===== src/rtl/dcmi_pkg.sv =====
// Shared definitions for the DCMI receiver: FSM encoding, synchronizer depth
// and the CRC-8 helper used when DCMI_RX_CRC_EN is defined.
package dcmi_pkg;

  typedef enum logic [1:0] {
    ST_IDLE  = 2'd0,
    ST_ARMED = 2'd1,
    ST_RECV  = 2'd2,
    ST_DONE  = 2'd3
  } rx_state_e;

  localparam logic [7:0] CRC8_POLY   = 8'h07;
  localparam int         SYNC_STAGES = 2;

  // CRC-8, MSB of the data byte shifted in first.
  function automatic logic [7:0] crc8_update(input logic [7:0] crc, input logic [7:0] data);
    logic [7:0] c;
    c = crc;
    for (int i = 7; i >= 0; i--) begin
      if (c[7] ^ data[i]) c = {c[6:0], 1'b0} ^ CRC8_POLY;
      else                c = {c[6:0], 1'b0};
    end
    return c;
  endfunction

endpackage


===== src/rtl/dcmi_rx_sync.sv =====
// Brings the DCMI bus into the CLK domain and derives the byte-sample strobe
// (DCLK rise with DSYNC high) and the frame-end pulse (DSYNC fall).
module dcmi_rx_sync
  import dcmi_pkg::*;
(
  input  logic       clk,
  input  logic       rst_n,
  input  logic [7:0] data_i,
  input  logic       dsync_i,
  input  logic       dclk_i,
  output logic       sample_o,
  output logic [7:0] data_o,
  output logic       dsync_o,
  output logic       frame_end_o
);

  // Index SYNC_STAGES-1 is the last synchronizer flop; index SYNC_STAGES is the edge-detect stage.
  logic [SYNC_STAGES:0]        dclk_q, dclk_d;
  logic [SYNC_STAGES:0]        dsync_q, dsync_d;
  logic [SYNC_STAGES-1:0][7:0] data_q, data_d;

  always_comb begin
    dclk_d  = {dclk_q[SYNC_STAGES-1:0], dclk_i};
    dsync_d = {dsync_q[SYNC_STAGES-1:0], dsync_i};
    data_d  = {data_q[SYNC_STAGES-2:0], data_i};
  end

  always_ff @(posedge clk or negedge rst_n) begin
    if (!rst_n) begin
      dclk_q  <= '0;
      dsync_q <= '0;
      data_q  <= '0;
    end else begin
      dclk_q  <= dclk_d;
      dsync_q <= dsync_d;
      data_q  <= data_d;
    end
  end

  // DATA and DSYNC are taken from the stage that lines up with the DCLK edge.
  assign data_o      = data_q[SYNC_STAGES-1];
  assign dsync_o     = dsync_q[SYNC_STAGES-1];
  assign sample_o    = dclk_q[SYNC_STAGES-1] & ~dclk_q[SYNC_STAGES] & dsync_q[SYNC_STAGES-1];
  assign frame_end_o = dsync_q[SYNC_STAGES] & ~dsync_q[SYNC_STAGES-1];

endmodule


===== src/rtl/dcmi_receiver.sv =====
// DCMI frame receiver: captures one frame into a byte buffer that is drained
// through an RD/DO port. `define DCMI_RX_CRC_EN to add the CRC-8 output.
module dcmi_receiver
  import dcmi_pkg::*;
#(
  parameter  int DEPTH = 256,
  localparam int AW    = $clog2(DEPTH)
) (
  input  logic        CLK,
  input  logic        nRST,
  input  logic [7:0]  DATA,
  input  logic        DSYNC,
  input  logic        DCLK,
  input  logic        RD,
  input  logic        ARM,
  output logic [7:0]  DO,
  output logic        EMPTY,
  output logic [AW:0] LEN,
  output logic        DONE,
  output logic        OVF,
`ifdef DCMI_RX_CRC_EN
  output logic [7:0]  CRC,
`endif
  output logic [1:0]  STATE_DBG,
  output logic        BUSY
);

  localparam logic [AW:0] FULL_CNT = (AW+1)'(DEPTH);
  localparam logic [AW:0] ONE      = (AW+1)'(1);

  logic       sample, frame_end, sync_dsync;
  logic [7:0] sync_data;

  dcmi_rx_sync u_sync (
    .clk        (CLK),
    .rst_n      (nRST),
    .data_i     (DATA),
    .dsync_i    (DSYNC),
    .dclk_i     (DCLK),
    .sample_o   (sample),
    .data_o     (sync_data),
    .dsync_o    (sync_dsync),
    .frame_end_o(frame_end)
  );

  rx_state_e   state_q, state_d;
  logic [AW:0] count_q, count_d;
  logic [AW:0] rd_ptr_q, rd_ptr_d;
  logic [AW:0] len_q, len_d;
  logic        done_q, done_d;
  logic        ovf_q, ovf_d;
  logic        seen_low_q, seen_low_d;
  logic [7:0]  do_q, do_d;
  logic        wr_en, empty;
  logic [7:0]  mem [DEPTH];
`ifdef DCMI_RX_CRC_EN
  logic [7:0]  crc_q, crc_d;
`endif

  // Pointers never run more than DEPTH apart within a frame, so the extra
  // top bit of each distinguishes full from empty; the low AW bits address the RAM.
  assign empty = (count_q == rd_ptr_q);

  // Read port: RD is a one-cycle pop, honoured only when !EMPTY. DO always
  // shows the byte at the read pointer one cycle after it becomes available.
  always_comb begin
    state_d    = state_q;
    count_d    = count_q;
    rd_ptr_d   = rd_ptr_q;
    len_d      = len_q;
    done_d     = done_q;
    ovf_d      = ovf_q;
    seen_low_d = seen_low_q;
    wr_en      = 1'b0;
    do_d       = empty ? do_q : mem[rd_ptr_q[AW-1:0]];
`ifdef DCMI_RX_CRC_EN
    crc_d      = crc_q;
`endif
    if (ARM) begin
      state_d    = ST_ARMED;
      count_d    = '0;
      rd_ptr_d   = '0;
      len_d      = '0;
      done_d     = 1'b0;
      ovf_d      = 1'b0;
      seen_low_d = ~sync_dsync;
`ifdef DCMI_RX_CRC_EN
      crc_d      = '0;
`endif
    end else begin
      if (RD && !empty) rd_ptr_d = rd_ptr_q + ONE;
      unique case (state_q)
        ST_ARMED: begin
          // A frame already running at ARM time is skipped until DSYNC drops.
          if (!sync_dsync) seen_low_d = 1'b1;
          if (sample && seen_low_q) begin
            state_d = ST_RECV;
            wr_en   = 1'b1;
          end
        end
        ST_RECV: begin
          if (frame_end) begin
            len_d   = count_q;
            done_d  = 1'b1;
            state_d = ST_DONE;
          end else if (sample) begin
            if (count_q == FULL_CNT) ovf_d = 1'b1;
            else                     wr_en = 1'b1;
          end
        end
        default: ;
      endcase
      if (wr_en) begin
        count_d = count_q + ONE;
`ifdef DCMI_RX_CRC_EN
        crc_d   = crc8_update(crc_q, sync_data);
`endif
      end
    end
  end

  always_ff @(posedge CLK or negedge nRST) begin
    if (!nRST) begin
      state_q    <= ST_IDLE;
      count_q    <= '0;
      rd_ptr_q   <= '0;
      len_q      <= '0;
      done_q     <= 1'b0;
      ovf_q      <= 1'b0;
      seen_low_q <= 1'b0;
      do_q       <= '0;
`ifdef DCMI_RX_CRC_EN
      crc_q      <= '0;
`endif
    end else begin
      state_q    <= state_d;
      count_q    <= count_d;
      rd_ptr_q   <= rd_ptr_d;
      len_q      <= len_d;
      done_q     <= done_d;
      ovf_q      <= ovf_d;
      seen_low_q <= seen_low_d;
      do_q       <= do_d;
`ifdef DCMI_RX_CRC_EN
      crc_q      <= crc_d;
`endif
    end
  end

  always_ff @(posedge CLK) begin
    if (wr_en) mem[count_q[AW-1:0]] <= sync_data;
  end

  assign DO        = do_q;
  assign EMPTY     = empty;
  assign LEN       = len_q;
  assign DONE      = done_q;
  assign OVF       = ovf_q;
  assign BUSY      = (state_q == ST_RECV);
  assign STATE_DBG = state_q;
`ifdef DCMI_RX_CRC_EN
  assign CRC       = crc_q;
`endif

endmodule


===== config.mk =====
export PLATFORM = sky130hd
export DESIGN_NAME = dcmi_receiver
export DESIGN_NICKNAME = d
export VERILOG_FILES = /design/src/rtl/dcmi_pkg.sv /design/src/rtl/dcmi_rx_sync.sv /design/src/rtl/dcmi_receiver.sv
export SDC_FILE = /design/constraint.sdc
export NUM_CORES = 2
export LEC_CHECK = 0
export BUFFER_PORTS_ARGS = -buffer_cell sky130_fd_sc_hd__buf_2
export CAP_MARGIN = 30
export CORE_ASPECT_RATIO = 0.8
export CORE_MARGIN = 5
export CORE_UTILIZATION = 42
export DETAILED_ROUTE_END_ITERATION = 12
export HOLD_SLACK_MARGIN = 0.03
export PLACE_DENSITY_LB_ADDON = 0.3
export SKIP_LAST_GASP = 1
export SYNTH_ARGS = -nofsm -noshare
export SYNTH_HDL_FRONTEND = slang
export SYNTH_SLANG_ARGS = --single-unit

===== constraint.sdc =====
create_clock -name CLK -period 4.93 [get_ports CLK]
set_input_delay 0.2465 -clock CLK [delete_from_list [all_inputs] [get_ports CLK]]
set_output_delay 0.2465 -clock CLK [all_outputs]
set_load 0.02 [all_outputs]

**Word-level counts from Yosys, hierarchy flattened**

Memory sizes are Yosys's and may differ from the RTL's. A register that Yosys moved wholly into a read port is not among the register bits.
Index checks and enable logic that the tools add are counted.

- Bits in registers: 54
- Memory bits (writable): 2048
- Input port bits: 14
- Word-level logic and storage cells: 75
- Memories kept: 1

- Add/sub/neg operators: 2
- Equal/unequal tests: 8
- Mux-type cells: 31
- Bitwise operators: 5
- Reduce and logical (&&, ||, !) cells: 17

Memories:

| name | words | width | rd ports | clocked after memory_dff | write ports | line | source |
|---|---|---|---|---|---|---|---|
| mem | 256 | 8 | 1 | 1 | 1 | dcmi_receiver.sv:55 | `logic [7:0] mem [DEPTH];` |

Operators by type and width:

| kind | number |
|---|---|
| $mux W9 | 7 |
| $mux W1 | 19 |
| $add A9 B1 Y9 const B | 2 |
| $reduce_bool A2 Y1 | 7 |
| $eq A9 B9 Y1 | 1 |
| $eq A9 B9 Y1 const B | 1 |
| $mux W2 | 3 |
| $ne A2 B2 Y1 const B | 2 |
| $pmux W2 S2 | 1 |
| $reduce_and A2 Y1 | 2 |
| $reduce_and A4 Y1 | 1 |
| $and A1 B1 Y1 | 3 |
| $logic_not A1 Y1 | 3 |
| $ne A3 B2 Y1 const B | 1 |
| $ne A3 B3 Y1 const B | 1 |
| $reduce_and A3 Y1 | 1 |
| $reduce_bool A3 Y1 | 1 |
| $eq A2 B1 Y1 const B | 1 |
| $eq A2 B2 Y1 const B | 1 |
| $logic_and A1 B1 Y1 | 2 |
| $not A1 Y1 | 2 |
| $pmux W1 S2 | 1 |

**Depth between registers and ports, before layout**

- Depth in word-level cells: 10
- Mapped depth: 13
- Mapped depth without buffers: 8

**Modules after synthesis**

Synthesis repeated with hierarchy kept, for this count alone.

- Cell total of the unflattened synthesis: 4067
- Area, all modules: 82472.8 um^2

Modules (own cells, without submodules):

| module | times used | cells an instance | area each (um^2) | seq. area each (um^2) |
|---|---|---|---|---|
| dcmi_receiver | 1 | 4043 | 81907.3 | 62499.9 |
| dcmi_rx_sync | 1 | 24 | 565.5 | 550.5 |

**Least setup slack after synthesis**

No wires, ideal clock.

- Path kind: register to register
- Start: reg u_sync.data_q (netlist bit u_sync.data_o[0])
- End: mem mem[0][0] (data pin)
- Setup time: 0.801 ns
- Arrival time: 3.169 ns
- Data required time: 4.129 ns
- Slack: 0.961 ns
- Cell stages (with the launch flop): 1
- Clock period less this slack: 3.969 ns
- Path through: dfrtp_1

RTL lines:

| what | line | source |
|---|---|---|
| from (decl) | dcmi_rx_sync.sv:20 | `logic [SYNC_STAGES-1:0][7:0] data_q, data_d;` |
| from (signal assigned) | dcmi_rx_sync.sv:36 | `data_q <= data_d;` |
| to (decl) | dcmi_receiver.sv:55 |  |

No word-level cell before the write port.

**Final worst setup path**

- Start: reg rd_ptr_q[1]
- End: reg do_q[1], in the netlist DO[1] (read register of mem)

- Cells in the longest elaborated chain, start to end: 2

RTL lines:

| what | line | source |
|---|---|---|
| from (decl) | dcmi_receiver.sv:48 | `logic [AW:0] rd_ptr_q, rd_ptr_d;` |
| from (signal assigned) | dcmi_receiver.sv:138 | `rd_ptr_q <= rd_ptr_d;` |
| $eq A9 B9 Y1 | dcmi_receiver.sv:62 | `assign empty = (count_q == rd_ptr_q);` |
| $logic_not A1 Y1 (no source line) | -- |  |
| to (decl) | dcmi_receiver.sv:53 | `logic [7:0] do_q, do_d;` |

Parallel ways exist; a longest one is shown, timed or not.
A chain may end at the register's enable or synchronous reset.

==> load_flow_metrics.sql <==
INSERT INTO impl_metrics (metric_group, metric, value, unit) VALUES
('cts', 'clk_pin_slew_worst_paths', '60', 'ps'),
('cts', 'cts_post_setup_buffers_inserted', '0', ''),
('timing', 'max_freq', '237', 'MHz'),
('timing', 'clock-skew-final', '37.9', 'ps'),
('cts', 'cts.root.buffer_cell', 'sky130_fd_sc_hd__clkbuf_16', ''),
('timing', 'setup_viol', '0', ''),
('cts', 'cts_hold_buffers', '25', ''),
('yosys', 'yosys_warnings', '0', ''),
('setup_path', 'endpoint', 'DO[1]', ''),
('timing', 'timing.final.crit_share', '0.856', ''),
('grt', 'globalRouteTotalUtil', '0.229', ''),
('placed_design', 'detailedPlacementHpwl', '147', 'mm'),
('setup_path', 'worst_setup_path_start_kind', 'flop', ''),
('drt', 'postRouteAntennaNets', '0', ''),
('yosys', 'synth_cell_types', '64', ''),
('yosys', 'postSynth.topFlopCell', 'sky130_fd_sc_hd__edfxtp_1', ''),
('yosys', 'mappedNetlistNets', '3997', ''),
('timing', 'grt_setup_unrepaired', 'no', ''),
('yosys', 'post_synth.cell_area_avg', '20.6', 'um^2'),
('drt', 'detail_route.first_pass.iterations', '6', ''),
('layout', 'antenna_diode_instance_count', '0', ''),
('yosys', 'postSynthRegisterBits', '2110', ''),
('timing', 'maxSlewHeadroom', '0.197', ''),
('drt', 'drc_errors', '0', ''),
('setup_path', 'critical_path.reg2reg.startpoint', 'rd_ptr_q[1]', ''),
('grt', 'largest_net_degree_at_the_start_of_global_routing', '153', ''),
('power', 'fin_total_pwr', '0.0368', 'W'),
('setup_path', 'required', '5640', 'ps'),
('drt', 'detail_route.vias_per_cell', '6.05', ''),
('setup_path', 'critical_path.endpoint_type', 'flop', ''),
('run', 'max-cap-violations', '0', ''),
('die', 'start_util', '0.421', ''),
('drt', 'totalWireLength', '235', 'mm'),
('timing', 'report.final.slew_viol_count', '0', ''),
('drt', 'drt_iter0_drc', '6517', ''),
('timing', 'worstMarginPinSlew', '1200', 'ps'),
('power', 'powerDensity', '394', 'nW/um^2'),
('timing', 'timing.final.crit_period', '4220', 'ps'),
('cts', 'cts-buffers-inserted', '193', ''),
('setup_path', 'rrSetupSlack', '710', 'ps'),
('timing', 'finalSetupTns', '0', 'ps'),
('die', 'dieWidth', '504', 'um'),
('die', 'boundaryPins', '37', ''),
('die', 'placeable_area', '195000', 'um^2'),
('die', 'floorplan.die_area', '204000', 'um^2'),
('yosys', 'synth_top_area_share', '0.750', ''),
('drt', 'routed_wire_length_per_instance', '33.4', 'um'),
('yosys', 'synthMostInstantiatedCell', 'sky130_fd_sc_hd__edfxtp_1', ''),
('cts', 'post_cts_resize_count', '0', ''),
('layout', 'areaGrowthSynthToFinish', '13.9', '%'),
('yosys', 'netlist_instances', '3976', ''),
('yosys', 'synth_largest_area_cell', 'sky130_fd_sc_hd__edfxtp_1', ''),
('timing', 'fin_worst_hold_slack', '347', 'ps'),
('setup_path', 'critPathLaunch', 'rd_ptr_q[1]', ''),
('die', 'row_count', '145', ''),
('yosys', 'synth_edf_count', '2048', ''),
('power', 'max-vdd-ir-drop', '0.280', 'mV'),
('die', 'die_height', '405', 'um'),
('power', 'cellLeakagePower', '28.8', 'nW'),
('placed_design', 'finalWeightedCongestion', '0.913', ''),
('grt', 'grt_overflow_total', '0', ''),
('cts', 'clock_path_buffers', '3', ''),
('setup_path', 'worstReg2RegEnd', 'DO[1]', ''),
('min_path', 'worstHoldPathType', 'flop to flop', ''),
('cts', 'htreeDepth', '4', ''),
('yosys', 'synth.area.top_cells', 'sky130_fd_sc_hd__edfxtp_1 75%, sky130_fd_sc_hd__mux4_2 12%, sky130_fd_sc_hd__mux2i_1 2.2%', ''),
('outcome', 'outcome', 'complete, no violations', ''),
('placed_design', 'io_buffers', '36', ''),
('setup_path', 'critical_path_arrival', '4930', 'ps'),
('grt', 'grt_first_pass_wirelength', '331', 'mm'),
('drt', 'dr_total_vias', '42600', '');
-- cell families after synthesis --
| kind of cell | count (synthesis) | synth area share |
|---|---|---|
| flops | 2110 | 0.769 |
| mux | 650 | 0.150 |
| simple gates | 556 | 0.0286 |
| compound gates | 370 | 0.0312 |
| buf+inv | 260 | 0.0186 |
| xor+xnor | 23 | 0.00246 |
| fa+ha+maj | 7 | 0.00107 |
-- flip-flops by register name, summed over array words and instances, names as in the netlist --
register        count
DO                  8
DONE                1
LEN                 9
OVF                 1
STATE_DBG           2
count_q             9
mem              2048
rd_ptr_q            9
seen_low_q          1
u_sync.data_d       8
u_sync.data_o       8
u_sync.dclk_q       3
u_sync.dsync_q      3
-- where the power goes --
group	internal (W)	leakage, nW	switching, W
Clock	0.00825	3.02	0.00663
Combinational	0.000842	6.64	0.00121
Sequential	0.0197	19.2	0.000141
Total	0.0288	28.8	0.00798
-- per-layer routing --
| metal | global-route usage | up-vias | wire length [um] |
|---|---|---|---|
| li1 | - | 17100 | - |
| met1 | 0.346 | 22500 | 98000 |
| met2 | 0.321 | 2670 | 100000 |
| met3 | 0.0713 | 365 | 30000 |
| met4 | 0.0619 | 4 | 6910 |
| met5 | 0 | - | 27 |
-- through the flow --
stage	instances	util	instance area [um^2]	worst slack, ps
after floorplan	3976	-	82000	961
after detailed placement	6667	0.446	87000	853
final	7045	0.480	93500	710
after CTS	7043	0.479	93400	848
after global routing	7045	0.480	93500	752
after global placement	6664	0.446	86900	785
-- layout by cell type (no fill, tap or decap), types with 17 or more instances in the layout --
master,instances
sky130_fd_sc_hd__mux4_2,451
sky130_fd_sc_hd__bufinv_16,17
sky130_fd_sc_hd__o22ai_1,21
sky130_fd_sc_hd__clkbuf_1,35
sky130_fd_sc_hd__a22oi_1,97
sky130_fd_sc_hd__edfxtp_1,2048
sky130_fd_sc_hd__o21ai_0,43
sky130_fd_sc_hd__nor3_1,20
sky130_fd_sc_hd__nand2_1,107
sky130_fd_sc_hd__mux2i_1,181
sky130_fd_sc_hd__dlygate4sd3_1,25
sky130_fd_sc_hd__buf_2,35
sky130_fd_sc_hd__clkbuf_16,197
sky130_fd_sc_hd__nor2_1,325
sky130_fd_sc_hd__a211oi_1,19
sky130_fd_sc_hd__clkinv_1,46
sky130_fd_sc_hd__a21oi_1,70
sky130_fd_sc_hd__buf_12,32
sky130_fd_sc_hd__nand3_1,35
sky130_fd_sc_hd__inv_1,17
sky130_fd_sc_hd__dfrtp_1,49
sky130_fd_sc_hd__a221oi_1,32
sky130_fd_sc_hd__clkinv_2,36
sky130_fd_sc_hd__buf_4,293
-- final cells by class --
cell class / count / area (um^2)
repair buffers: 388 / 3330
well taps: 2572 / 3220
clock buffers: 235 / 5100
clock inverters: 116 / 1070
inverters: 18 / 72.6
flip-flops and latches: 2110 / 63100
multi-input cells: 1606 / 17600
fillers: 15900 / 101000
-- worst min path at each step --
stage,startpoint,end,slack (ps),depth (start not counted)
after floorplan,nRST,DONE,-50,0
after global routing,RD,rd_ptr_q[1],340,4
after detailed placement,nRST,u_sync.data_d[13],160,1
after global placement,u_sync.data_d[9],u_sync.data_o[1],330,0
after CTS,RD,rd_ptr_q[1],330,4
final,u_sync.data_d[13],u_sync.data_o[5],350,0
-- critical path, cell delays in order (launching register included) --
cell	delay, ps
sky130_fd_sc_hd__dfrtp_4	820
sky130_fd_sc_hd__buf_12	300
sky130_fd_sc_hd__buf_12	300
sky130_fd_sc_hd__buf_4	310
sky130_fd_sc_hd__mux4_2	340
sky130_fd_sc_hd__mux2i_1	470
sky130_fd_sc_hd__o221ai_1	430
sky130_fd_sc_hd__a211oi_1	620
sky130_fd_sc_hd__nor3_1	120
sky130_fd_sc_hd__buf_4	170
sky130_fd_sc_hd__o22a_1	170
No activity file was read; power rests on OpenSTA's default activity.
